==> src/rtl/alarm_unit.sv <==
// rtl/alarm_unit.sv - alarm time store, match detection and IDLE/RING/SNOOZE buzzer state machine
// Optional hourly chime state is built when ALARM_HOURLY_CHIME_EN is defined.
module alarm_unit #(
    parameter int TICK_DIV   = 7999999,
    parameter int TONE_DIV   = 3999,
    parameter int DEB_CYC    = 79999,
    parameter int RING_SEC   = 60,
    parameter int SNOOZE_SEC = 300,
    parameter int MAX_SNOOZE = 3
) (
    input  logic       pCLK,
    input  logic       nRST,
    input  logic [3:0] HOUR_T,
    input  logic [3:0] HOUR_O,
    input  logic [3:0] MIN_T,
    input  logic [3:0] MIN_O,
    input  logic [5:0] SEC,
    input  logic       ALM_EN,
    input  logic       SET_MODE,
    input  logic       BTN_HOUR,
    input  logic       BTN_MIN,
    input  logic       BTN_SNZ,
    input  logic       BTN_STOP,
    output logic [3:0] ALM_HT,
    output logic [3:0] ALM_HO,
    output logic [3:0] ALM_MT,
    output logic [3:0] ALM_MO,
    output logic       BUZZ,
    output logic       ALM_ACTIVE,
    output logic       SNOOZED
);

    localparam int DIV_W   = $clog2(TICK_DIV + 2);
    localparam int TONE_W  = $clog2(TONE_DIV + 2);
    localparam int DEB_W   = $clog2(DEB_CYC + 2);
    localparam int SEC_MAX = (RING_SEC > SNOOZE_SEC) ? RING_SEC : SNOOZE_SEC;
    localparam int SEC_W   = $clog2(SEC_MAX + 2);
    localparam int SNZ_W   = $clog2(MAX_SNOOZE + 2);

    localparam logic [DIV_W-1:0]  DIV_LAST  = DIV_W'(TICK_DIV);
    localparam logic [DIV_W-1:0]  DIV_HALF  = DIV_W'((TICK_DIV + 1) / 2);
    localparam logic [TONE_W-1:0] TONE_LAST = TONE_W'(TONE_DIV);
    localparam logic [DEB_W-1:0]  DEB_LAST  = DEB_W'(DEB_CYC);
    localparam logic [SEC_W-1:0]  RING_LAST = SEC_W'(RING_SEC - 1);
    localparam logic [SEC_W-1:0]  SNZ_LAST  = SEC_W'(SNOOZE_SEC - 1);
    localparam logic [SNZ_W-1:0]  SNZ_LIMIT = SNZ_W'(MAX_SNOOZE);

    localparam logic [1:0] ST_IDLE   = 2'd0;
    localparam logic [1:0] ST_RING   = 2'd1;
    localparam logic [1:0] ST_SNOOZE = 2'd2;
`ifdef ALARM_HOURLY_CHIME_EN
    localparam logic [1:0] ST_CHIME  = 2'd3;
    localparam int         CHIME_CYC = (TICK_DIV + 1) / 4;
    localparam logic [DIV_W-1:0] CHIME_LAST = DIV_W'((CHIME_CYC > 0) ? CHIME_CYC - 1 : 0);
`endif

    localparam int B_HOUR = 0;
    localparam int B_MIN  = 1;
    localparam int B_SNZ  = 2;
    localparam int B_STOP = 3;

    logic [21:0] tim_s1_q, tim_s2_q;
    logic [1:0]  lvl_s1_q, lvl_s2_q;
    logic [3:0]  btn_s1_q, btn_s2_q;
    logic        en_s, set_s;

    always_ff @(posedge pCLK or negedge nRST) begin
        if (!nRST) begin
            tim_s1_q <= '0;
            tim_s2_q <= '0;
            lvl_s1_q <= '0;
            lvl_s2_q <= '0;
            btn_s1_q <= '1;
            btn_s2_q <= '1;
        end else begin
            tim_s1_q <= {HOUR_T, HOUR_O, MIN_T, MIN_O, SEC};
            tim_s2_q <= tim_s1_q;
            lvl_s1_q <= {ALM_EN, SET_MODE};
            lvl_s2_q <= lvl_s1_q;
            btn_s1_q <= {BTN_STOP, BTN_SNZ, BTN_MIN, BTN_HOUR};
            btn_s2_q <= btn_s1_q;
        end
    end

    assign en_s  = lvl_s2_q[1];
    assign set_s = lvl_s2_q[0];

    // Debounced level follows the synchronised button only after it has differed for DEB_CYC+1 cycles
    logic [3:0]       deb_q, deb_prev_q, press;
    logic [DEB_W-1:0] deb_cnt_q [4];

    always_ff @(posedge pCLK or negedge nRST) begin
        if (!nRST) begin
            deb_q      <= '1;
            deb_prev_q <= '1;
            for (int i = 0; i < 4; i++) deb_cnt_q[i] <= '0;
        end else begin
            deb_prev_q <= deb_q;
            for (int i = 0; i < 4; i++) begin
                if (btn_s2_q[i] == deb_q[i]) begin
                    deb_cnt_q[i] <= '0;
                end else if (deb_cnt_q[i] == DEB_LAST) begin
                    deb_q[i]     <= btn_s2_q[i];
                    deb_cnt_q[i] <= '0;
                end else begin
                    deb_cnt_q[i] <= deb_cnt_q[i] + DEB_W'(1);
                end
            end
        end
    end

    assign press = deb_prev_q & ~deb_q;

    logic [3:0] alm_ht_q, alm_ho_q, alm_mt_q, alm_mo_q;
    logic [3:0] alm_ht_d, alm_ho_d, alm_mt_d, alm_mo_d;

    always_comb begin
        alm_ht_d = alm_ht_q;
        alm_ho_d = alm_ho_q;
        alm_mt_d = alm_mt_q;
        alm_mo_d = alm_mo_q;
        if (set_s && press[B_HOUR]) begin
            if (alm_ht_q == 4'd2 && alm_ho_q == 4'd3) begin
                alm_ht_d = 4'd0;
                alm_ho_d = 4'd0;
            end else if (alm_ho_q == 4'd9) begin
                alm_ht_d = alm_ht_q + 4'd1;
                alm_ho_d = 4'd0;
            end else begin
                alm_ho_d = alm_ho_q + 4'd1;
            end
        end
        if (set_s && press[B_MIN]) begin
            if (alm_mo_q == 4'd9) begin
                alm_mo_d = 4'd0;
                alm_mt_d = (alm_mt_q == 4'd5) ? 4'd0 : alm_mt_q + 4'd1;
            end else begin
                alm_mo_d = alm_mo_q + 4'd1;
            end
        end
    end

    logic match, match_q, match_rise;
    assign match      = (tim_s2_q[21:6] == {alm_ht_q, alm_ho_q, alm_mt_q, alm_mo_q}) &&
                        (tim_s2_q[5:0] == 6'd0);
    assign match_rise = match & ~match_q;

`ifdef ALARM_HOURLY_CHIME_EN
    logic hour_hit, hour_q;
    assign hour_hit = (tim_s2_q[13:6] == 8'd0) && (tim_s2_q[5:0] == 6'd0);
`endif

    logic [1:0]        state_q, state_d;
    logic [DIV_W-1:0]  div_q, div_d;
    logic [SEC_W-1:0]  tsec_q, tsec_d;
    logic [SNZ_W-1:0]  snz_q, snz_d;
    logic [TONE_W-1:0] tone_cnt_q, tone_cnt_d;
    logic              tone_q, tone_d;
    logic              buzz_q, buzz_d, active_q, snoozed_q;
    logic              tick, abort;

    assign tick  = (div_q == DIV_LAST);
    assign abort = press[B_STOP] | ~en_s | set_s;

    always_comb begin
        state_d = state_q;
        snz_d   = snz_q;
        div_d   = tick ? '0 : div_q + DIV_W'(1);
        tsec_d  = tsec_q + SEC_W'(tick);
        case (state_q)
            ST_IDLE: begin
                if (match_rise && en_s && !set_s) begin
                    state_d = ST_RING;
                    snz_d   = '0;
                end
`ifdef ALARM_HOURLY_CHIME_EN
                else if (hour_hit && !hour_q && en_s && !set_s && !match) begin
                    state_d = ST_CHIME;
                end
`endif
            end
            ST_RING: begin
                if (abort) begin
                    state_d = ST_IDLE;
                end else if (tick && tsec_q == RING_LAST) begin
                    state_d = ST_IDLE;
                end else if (press[B_SNZ] && snz_q < SNZ_LIMIT) begin
                    state_d = ST_SNOOZE;
                    snz_d   = snz_q + SNZ_W'(1);
                end
            end
            ST_SNOOZE: begin
                if (abort) begin
                    state_d = ST_IDLE;
                end else if (tick && tsec_q == SNZ_LAST) begin
                    state_d = ST_RING;
                end
            end
`ifdef ALARM_HOURLY_CHIME_EN
            ST_CHIME: begin
                if (!en_s || set_s) begin
                    state_d = ST_IDLE;
                end else if (match) begin
                    state_d = ST_RING;
                    snz_d   = '0;
                end else if (div_q == CHIME_LAST) begin
                    state_d = ST_IDLE;
                end
            end
`endif
            default: state_d = ST_IDLE;
        endcase

        // Every state change restarts the second divider and the per-state second count
        if (state_d != state_q) begin
            div_d  = '0;
            tsec_d = '0;
        end

        // Tone phase realigns to the start of every second
        if (div_d == '0) begin
            tone_cnt_d = '0;
            tone_d     = 1'b1;
        end else if (tone_cnt_q == TONE_LAST) begin
            tone_cnt_d = '0;
            tone_d     = ~tone_q;
        end else begin
            tone_cnt_d = tone_cnt_q + TONE_W'(1);
            tone_d     = tone_q;
        end

        buzz_d = tone_d && (state_d == ST_RING) && (div_d < DIV_HALF);
`ifdef ALARM_HOURLY_CHIME_EN
        if (state_d == ST_CHIME) buzz_d = tone_d;
`endif
    end

    always_ff @(posedge pCLK or negedge nRST) begin
        if (!nRST) begin
            alm_ht_q   <= 4'd0;
            alm_ho_q   <= 4'd7;
            alm_mt_q   <= 4'd0;
            alm_mo_q   <= 4'd0;
            match_q    <= 1'b0;
            state_q    <= ST_IDLE;
            div_q      <= '0;
            tsec_q     <= '0;
            snz_q      <= '0;
            tone_cnt_q <= '0;
            tone_q     <= 1'b0;
            buzz_q     <= 1'b0;
            active_q   <= 1'b0;
            snoozed_q  <= 1'b0;
        end else begin
            alm_ht_q   <= alm_ht_d;
            alm_ho_q   <= alm_ho_d;
            alm_mt_q   <= alm_mt_d;
            alm_mo_q   <= alm_mo_d;
            match_q    <= match;
            state_q    <= state_d;
            div_q      <= div_d;
            tsec_q     <= tsec_d;
            snz_q      <= snz_d;
            tone_cnt_q <= tone_cnt_d;
            tone_q     <= tone_d;
            buzz_q     <= buzz_d;
            active_q   <= (state_d == ST_RING);
            snoozed_q  <= (state_d == ST_SNOOZE);
        end
    end

`ifdef ALARM_HOURLY_CHIME_EN
    always_ff @(posedge pCLK or negedge nRST) begin
        if (!nRST) hour_q <= 1'b0;
        else       hour_q <= hour_hit;
    end
`endif

    assign ALM_HT     = alm_ht_q;
    assign ALM_HO     = alm_ho_q;
    assign ALM_MT     = alm_mt_q;
    assign ALM_MO     = alm_mo_q;
    assign BUZZ       = buzz_q;
    assign ALM_ACTIVE = active_q;
    assign SNOOZED    = snoozed_q;

endmodule

==> config.mk <==
export PLATFORM = sky130hd
export DESIGN_NAME = alarm_unit
export DESIGN_NICKNAME = d
export VERILOG_FILES = /design/src/rtl/alarm_unit.sv
export SDC_FILE = /design/constraint.sdc
export NUM_CORES = 1
export LEC_CHECK = 0
export ABC_AREA = 1
export CAP_MARGIN = 5
export CORE_MARGIN = 1.5
export CORE_UTILIZATION = 60
export DETAILED_ROUTE_END_ITERATION = 6
export PLACE_DENSITY = 0.87
export REMOVE_ABC_BUFFERS = 1
export SLEW_MARGIN = 20
export SYNTH_ARGS = -nofsm -noshare
export SYNTH_HDL_FRONTEND = slang
export SYNTH_SLANG_ARGS = --single-unit
==> constraint.sdc <==
create_clock -name pCLK -period 3.8 [get_ports pCLK]
set_input_delay 1.14 -clock pCLK [delete_from_list [all_inputs] [get_ports pCLK]]
set_output_delay 1.14 -clock pCLK [all_outputs]
set_load 0.03 [all_outputs]
==> impl_metrics.toml <==
[run_status]
outcome = "finished clean"

[yosys]
syn_area_sq_um = 9450
ys_seq_area_share_pct = 53.7
yosys_warnings = 0
ys_seq_elements = 202
synth_edf_count = 0
synth_cells = 1093
synth_ff_type = "dfrtp_1"
avgSynthCellArea_sq_um = 8.65
async_flop_share_pct = 100
yosysUniqueCellTypes = 50

[cells_and_area]
final_common_cell = "nand2_1"
multiInputGateArea_sq_um = 3630
final_cell_mix = "198 x nand2_1, 183 x dfrtp_1, 164 x nor2_1"
fill_cells = 1101
layout.area.seq_sq_um = 5080
final_nets = 1204
fin_cells = 1388
fin_area_sq_um = 10900
drive_above_1_share_pct = 9.69
fin_util_pct = 71.3
antenna_cells = 0
area_growth_pct = 15.6

[route]
vias_per_cell = 5.30
drt_first_pass_iters = 5
wl_microns = 19300
routedWlPerCell_microns = 13.9
num_vias = 7351
ant_nets = 0
drtIter0Drc = 488
drc = 0

[power]
vdd_drop_max_uv = 410
p_seq_share_pct = 49.9
p_per_area_nw_per_um2 = 407
swShare_pct = 21.1
p_leak_uw = 0.00496
clkPwrFrac_pct = 47.2
pwr-share-comb_pct = 2.9
p_sw_uw = 937
p_int_uw = 3510

[setup_path]
crit_type = "reg -> reg"
critPathLaunchType = "flop"
cp_slowest_cell = "a21oi_2"
crit_family = "simple AND/OR/NAND/NOR gates"
critPathArrivalTime_ns = 3.31
critPathBufInv = 2
cp.required_ns = 4.18
cp_cell_sequence = "ha_1 > nand3_2 > inv_2 > nand2_4 > nor2_8 > nand3_4 > nand3_2 > inv_2 > a21oi_2 > nand2_2 > nor2_2 > nand2_1 > nor2_1 > nand2_1 > nand2_1 > a21oi_2"
cpMostUsedCell = "nand2_1"
cp-end-kind = "flop"
cp_max_fo = 24
slowest_delay_ns = 0.43

[clocking]
cts_sinks = 202
htree_levels = 1
cts.repair.resized = 0
clk_pin_slew_ns = 0.06
cts_tree = "yes"
cts_made_buffers = 22
ctsHoldBuffers = 0
cts.path.max_buffers = 3
clk-insertion-delay-late_ns = 0.50
cts_root_buf = "clkbuf_16"
post_cts_buffers = 0

[timing]
slew_viol_final = 0
final.setup.tns_ns = 0
setup_viol = 0
slew_headroom_pct = 53.8
fin_ws_ns = 0.865
tightest_slew_ns = 0.687
period_minus_slack_ns = 2.93
max_freq_mhz = 341
hold_viol = 0
fin_skew_ns = 0.0121
timing.final.crit_share_pct = 77.2
rsz0062_at_grt = "false"

[placed_design]
place_area_sq_um = 10200
dp_slack_ns = 0.919
hpwlAfterDp_microns = 13500
gp_congestion = 0.933
io_buffers = 48
dp_cells = 1348

[grt]
gr-total-overflow = 0
grt_antenna_before_repair = 0
track_usage_pct = 24.6
grt_pass1_vias = 7299
grt_pass1_wl_microns = 33000
grt_max_degree = 72

[floorplanning]
rows = 45
pin_count = 49
die_h_microns = 129
coreArea_sq_um = 15300
chipWidth_microns = 129
start_util_pct = 61.7
die_area_sq_um = 16500

[min_path]
hold_path_class = "reg -> reg"

[job]
cap_violations = 0
==> final cells by class <==
type                       count  area share, %
inverter                     186           6.39
tap                          211           2.42
clock buffer                  34           6.38
timing repair buffer          51           4.75
clock inverter                 6          0.355
sequential                   202           46.5
multi-input combinational    698           33.2
==> power by group through the flow <==
stage	clock network (uW)	logic, uW	registers, uW
after floorplan	0	43.8	2250
after global placement	0	127	2250
after detailed placement	0	130	2260
after CTS	2120	133	2220
after global routing	2220	148	2220
final	2100	129	2220
==> metal layers <==
layer | up-vias | part of all wire [%] | GRT usage, %
met5 | - | 0 | 0
met4 | 0 | 2.7 | 8.13
met3 | 46 | 4.6 | 3.28
met2 | 194 | 50 | 43.5
met1 | 3506 | 43 | 31.5
li1 | 3605 | - | -
==> cells in the mapped netlist (2+ instances only) <==
cell type	number	share of area, %
or2_2	2	0.13
a21oi_1	44	2.3
o21ai_1	3	0.16
nand3_2	5	0.53
nand2_1	198	7.9
nand2_2	2	0.13
nand3b_1	2	0.16
nor2_2	5	0.33
nand3_1	43	2.3
inv_2	22	0.87
nor4_1	14	0.93
ha_1	13	1.7
o21ai_0	26	1.4
nand2_4	3	0.36
and3_1	5	0.33
nor2_1	164	6.5
buf_4	2	0.16
o211ai_2	2	0.26
o22ai_1	3	0.20
dfrtp_1	183	48
clkbuf_1	2	0.079
o211ai_1	7	0.56
inv_1	163	6.5
xor2_1	27	2.5
nor3b_1	13	1.0
xnor2_1	17	1.6
and2_1	2	0.13
a21oi_2	2	0.19
nor3_1	55	2.9
nand4_1	24	1.6
dfstp_2	19	5.3
nand3_4	3	0.56
==> registers in the layout, summed over array words and instances (netlist names), 9 cells and up <==
signal	count
div_q	23
deb_cnt_q	68
tone_cnt_q	12
tim_s1_q	22
tim_s2_q	22
tsec_q	9
==> cells by family after synthesis <==
group / count (synthesis) / share of synthesized area (%)
AOI/OAI and AO/OA: 94 / 5.73
buffers and inverters: 193 / 7.96
and+or+nand+nor: 545 / 26.5
xor gates and xnor gates: 44 / 4.08
DFF: 202 / 53.7
adders and majority gates: 13 / 1.72
muxes: 2 / 0.225
==> worst paths after layout <==
path	start	endpoint	slack [ns]	depth (start not counted)
worst max-delay path	div_q[0]$_DFF_PN0_	BUZZ$_DFF_PN0_	0.87	16
worst min-delay path	tim_s1_q[7]$_DFF_PN0_	tim_s2_q[7]$_DFF_PN0_	0.35	0
worst max register to register	div_q[0]$_DFF_PN0_	BUZZ$_DFF_PN0_	0.87	16
worst min register to register	tim_s1_q[7]$_DFF_PN0_	tim_s2_q[7]$_DFF_PN0_	0.35	0
min in group asynchronous	nRST	deb_cnt_q[44]$_DFF_PN0_	0.64	1
max in group asynchronous	nRST	ALM_HO[0]$_DFFE_PN1P_	2.26	2
==> metrics by stage <==
step	power [uW]	hold slack, ns
6_report	4450	0.348
5_1_grt	4590	0.356
4_1_cts	4480	0.349
3_5_place_dp	2390	0.336
3_3_place_gp	2380	0.332
2_1_floorplan	2290	0.331
(Power assumes the default switching activity.)
==> variant (config.mk and constraints unchanged) <==
Build with the macro `ALARM_HOURLY_CHIME_EN` defined.
--- a/src/rtl/alarm_unit.sv
+++ b/src/rtl/alarm_unit.sv
@@ -1,5 +1,7 @@
 // rtl/alarm_unit.sv - alarm time store, match detection and IDLE/RING/SNOOZE buzzer state machine
 // Optional hourly chime state is built when ALARM_HOURLY_CHIME_EN is defined.
+`define ALARM_HOURLY_CHIME_EN
+
 module alarm_unit #(
     parameter int TICK_DIV   = 7999999,
     parameter int TONE_DIV   = 3999,
Check against the original RTL: not equivalent (a bounded check fails within 10 cycles, from zero or initial values and one cycle with nRST low).
==> variant against the unedited design <==
  * Setup slack worse by 0.011 ns
  * Sequential cell count is 1 higher
  * Non-clock buffer count is 1 higher
  * Critical path type is now reg -> out
  * Routed wire length is 2.9% higher
  * Design area is 2.4% higher
  * Via count is 3.2% higher
  * Utilization is 0.40 points lower
  * Synthesized cell count is 3.8% higher
  * Synthesized area is 2.1% higher
Power is not compared: it rests on default switching activity, and its combinational part moved more than twofold at a synthesized area within 25%.
==> variant: results (changes against the unedited design) <==
status finished clean (unchanged); mux cell area share after synthesis 0.117% (was 0.225%); worst skew pair latency 0.51 ns; post-synthesis xor/xnor area fraction 3.53% (was 4.08%); post-synth cell types 50 (unchanged); first-pass GRT wire length 34100 um (was 33000 um); Worst-path clk slew 0.06 ns (about the same); DR DRC count 0 (unchanged); YS warnings 0 (unchanged); worst r2r dst tone_cnt_q[11] (was BUZZ); final net count 1249 (was 1204); clk buf depth 3 (unchanged); hpwl dp 13600 um (was 13500 um); R2R Setup Slk 1.10 ns (was 0.87 ns); worst-path fanout max 8 (was 24); sequential-to-total area share from yosys stat 52.9% (was 53.7%); Cells after DPL 1393 (was 1348); cts bufs inserted 22 (unchanged); worst setup path start ALM_HO[0] (was div_q[0]); worst r2r src ALM_HO[0] (was div_q[0]); Synth area leaders dfrtp_1 48%, nand2_1 7.5%, nor2_1 6.7%, inv_1 6.6%, dfstp_2 5.2% (was dfrtp_1 48%, nand2_1 7.9%, nor2_1 6.5%, inv_1 6.5%, dfstp_2 5.3%); maximum number of pins on one net before global-route repair 97 (was 72); Mean Syn Cell Area 8.51 sq um (was 8.65 sq um); adder and majority gate portion of the synthesized area 2.33% (was 1.72%); slowest CP cell clkdlybuf4s50_1 (was a21oi_2); DR vias/cell 5.29 (was 5.30); post-CTS setup repair buffer count 0 (unchanged); Lkg Pwr 4.98 nW; Post-synth top cells 193 x nand2_1, 184 x dfrtp_1, 172 x nor2_1 (was 198 x nand2_1, 183 x dfrtp_1, 164 x nor2_1); CTS H-tree lvls 1 (unchanged); Synth Area in Compound Gates 6.46% (was 5.73%); GPL Wtd Cong 0.980 (was 0.933); family with the most delay on the worst path buffers and inverters (was simple AND/OR/NAND/NOR gates); wire per inst 13.8 um (was 13.9 um); DRT iter0 DRCs 714 (was 488); Reg with most FFs deb_cnt_q (unchanged); R2R depth 21 (was 16); crit path to ALM_HO[0] (was BUZZ); crit-path max cell delay 0.70 ns (was 0.43 ns); Critical Path AT 1.81 ns (was 3.31 ns); vias in the first global route 7464 (was 7299); registers with the most flip-flops deb_cnt_q x68, div_q x23 (unchanged); total iterations of the first detailed-routing run 7 (was 5); n_diodes 0 (unchanged); clock skew after layout 0.0132 ns (was 0.0121 ns); placed cell areas 10400 sq um (was 10200 sq um); slew margin rel. 47.6% (was 53.8%); Final period util 77.5% (was 77.2%); number of gates resized after cts 0 (unchanged); gr usage total 24.9% (was 24.6%); layout cell share with drive strength beyond 1 10.1% (was 9.69%); FILL cells 1136 (was 1101); Via Count 7586 (was 7351); top_reg_cell synth dfrtp_1 (unchanged)
## variant: cell types whose count changed in the layout (fill, tap and decap cells not counted), moves of 8 or more
cell and change:
a21oi_1 +8, nand2_2 +8, nor2_1 +8, nor3_1 -8, nor3_2 +9, o21ai_0 +15
## variant: layout make-up
type | instances | area (sq um) | area share [%]
Timing Repair Buffer | 52 | 527 | 4.71
Inverter | 191 | 719 | 6.43
Tap cell | 216 | 270 | 2.42
Multi-Input combinational cell | 731 | 3760 | 33.7
Clock inverter | 12 | 186 | 1.67
Clock buffer | 28 | 613 | 5.48
Sequential cell | 203 | 5100 | 45.6
## variant: logic make-up (layout without fill, tap and decap cells)
family,Yosys count,count (layout)
mux,1,1
xor+xnor,38,38
fa+ha+maj,18,18
flops,203,203
compound gates,114,114
buf+inv,200,283
simple gates,560,560
## variant: worst min-delay path by stage
stage           startpoint     endpoint  slack, ns  depth (start not counted)
6_report       tim_s1_q[7]  tim_s2_q[7]       0.35                          0
5_1_grt        lvl_s1_q[0]  lvl_s2_q[0]       0.35                          0
4_1_cts        tim_s1_q[7]  tim_s2_q[7]       0.35                          0
3_5_place_dp   tim_s1_q[4]  tim_s2_q[4]       0.33                          0
3_3_place_gp   tim_s1_q[2]  tim_s2_q[2]       0.33                          0
2_1_floorplan  lvl_s1_q[0]  lvl_s2_q[0]       0.33                          0
## variant: per-stage QoR
step	hold slack (ns)	total power, W
finish	0.347	0.00547
global route	0.350	0.00573
CTS	0.345	0.00552
detailed placement	0.335	0.00321
global placement	0.332	0.00319
floorplan	0.331	0.00294
## variant: routing by layer
metal,share of wire [%],track usage (%)
met4,2.6,7.78
met1,44,33.3
met2,48,41.9
met5,0,0
met3,5.4,4.14
## variant: power by group through the flow
stage | sequential [W] | combinational, W | clock, W
4_1_cts | 0.00233 | 0.000857 | 0.00234
3_5_place_dp | 0.00236 | 0.000849 | 0
6_report | 0.00233 | 0.000851 | 0.00229
2_1_floorplan | 0.00237 | 0.000570 | 0
3_3_place_gp | 0.00236 | 0.000828 | 0
5_1_grt | 0.00234 | 0.000970 | 0.00242
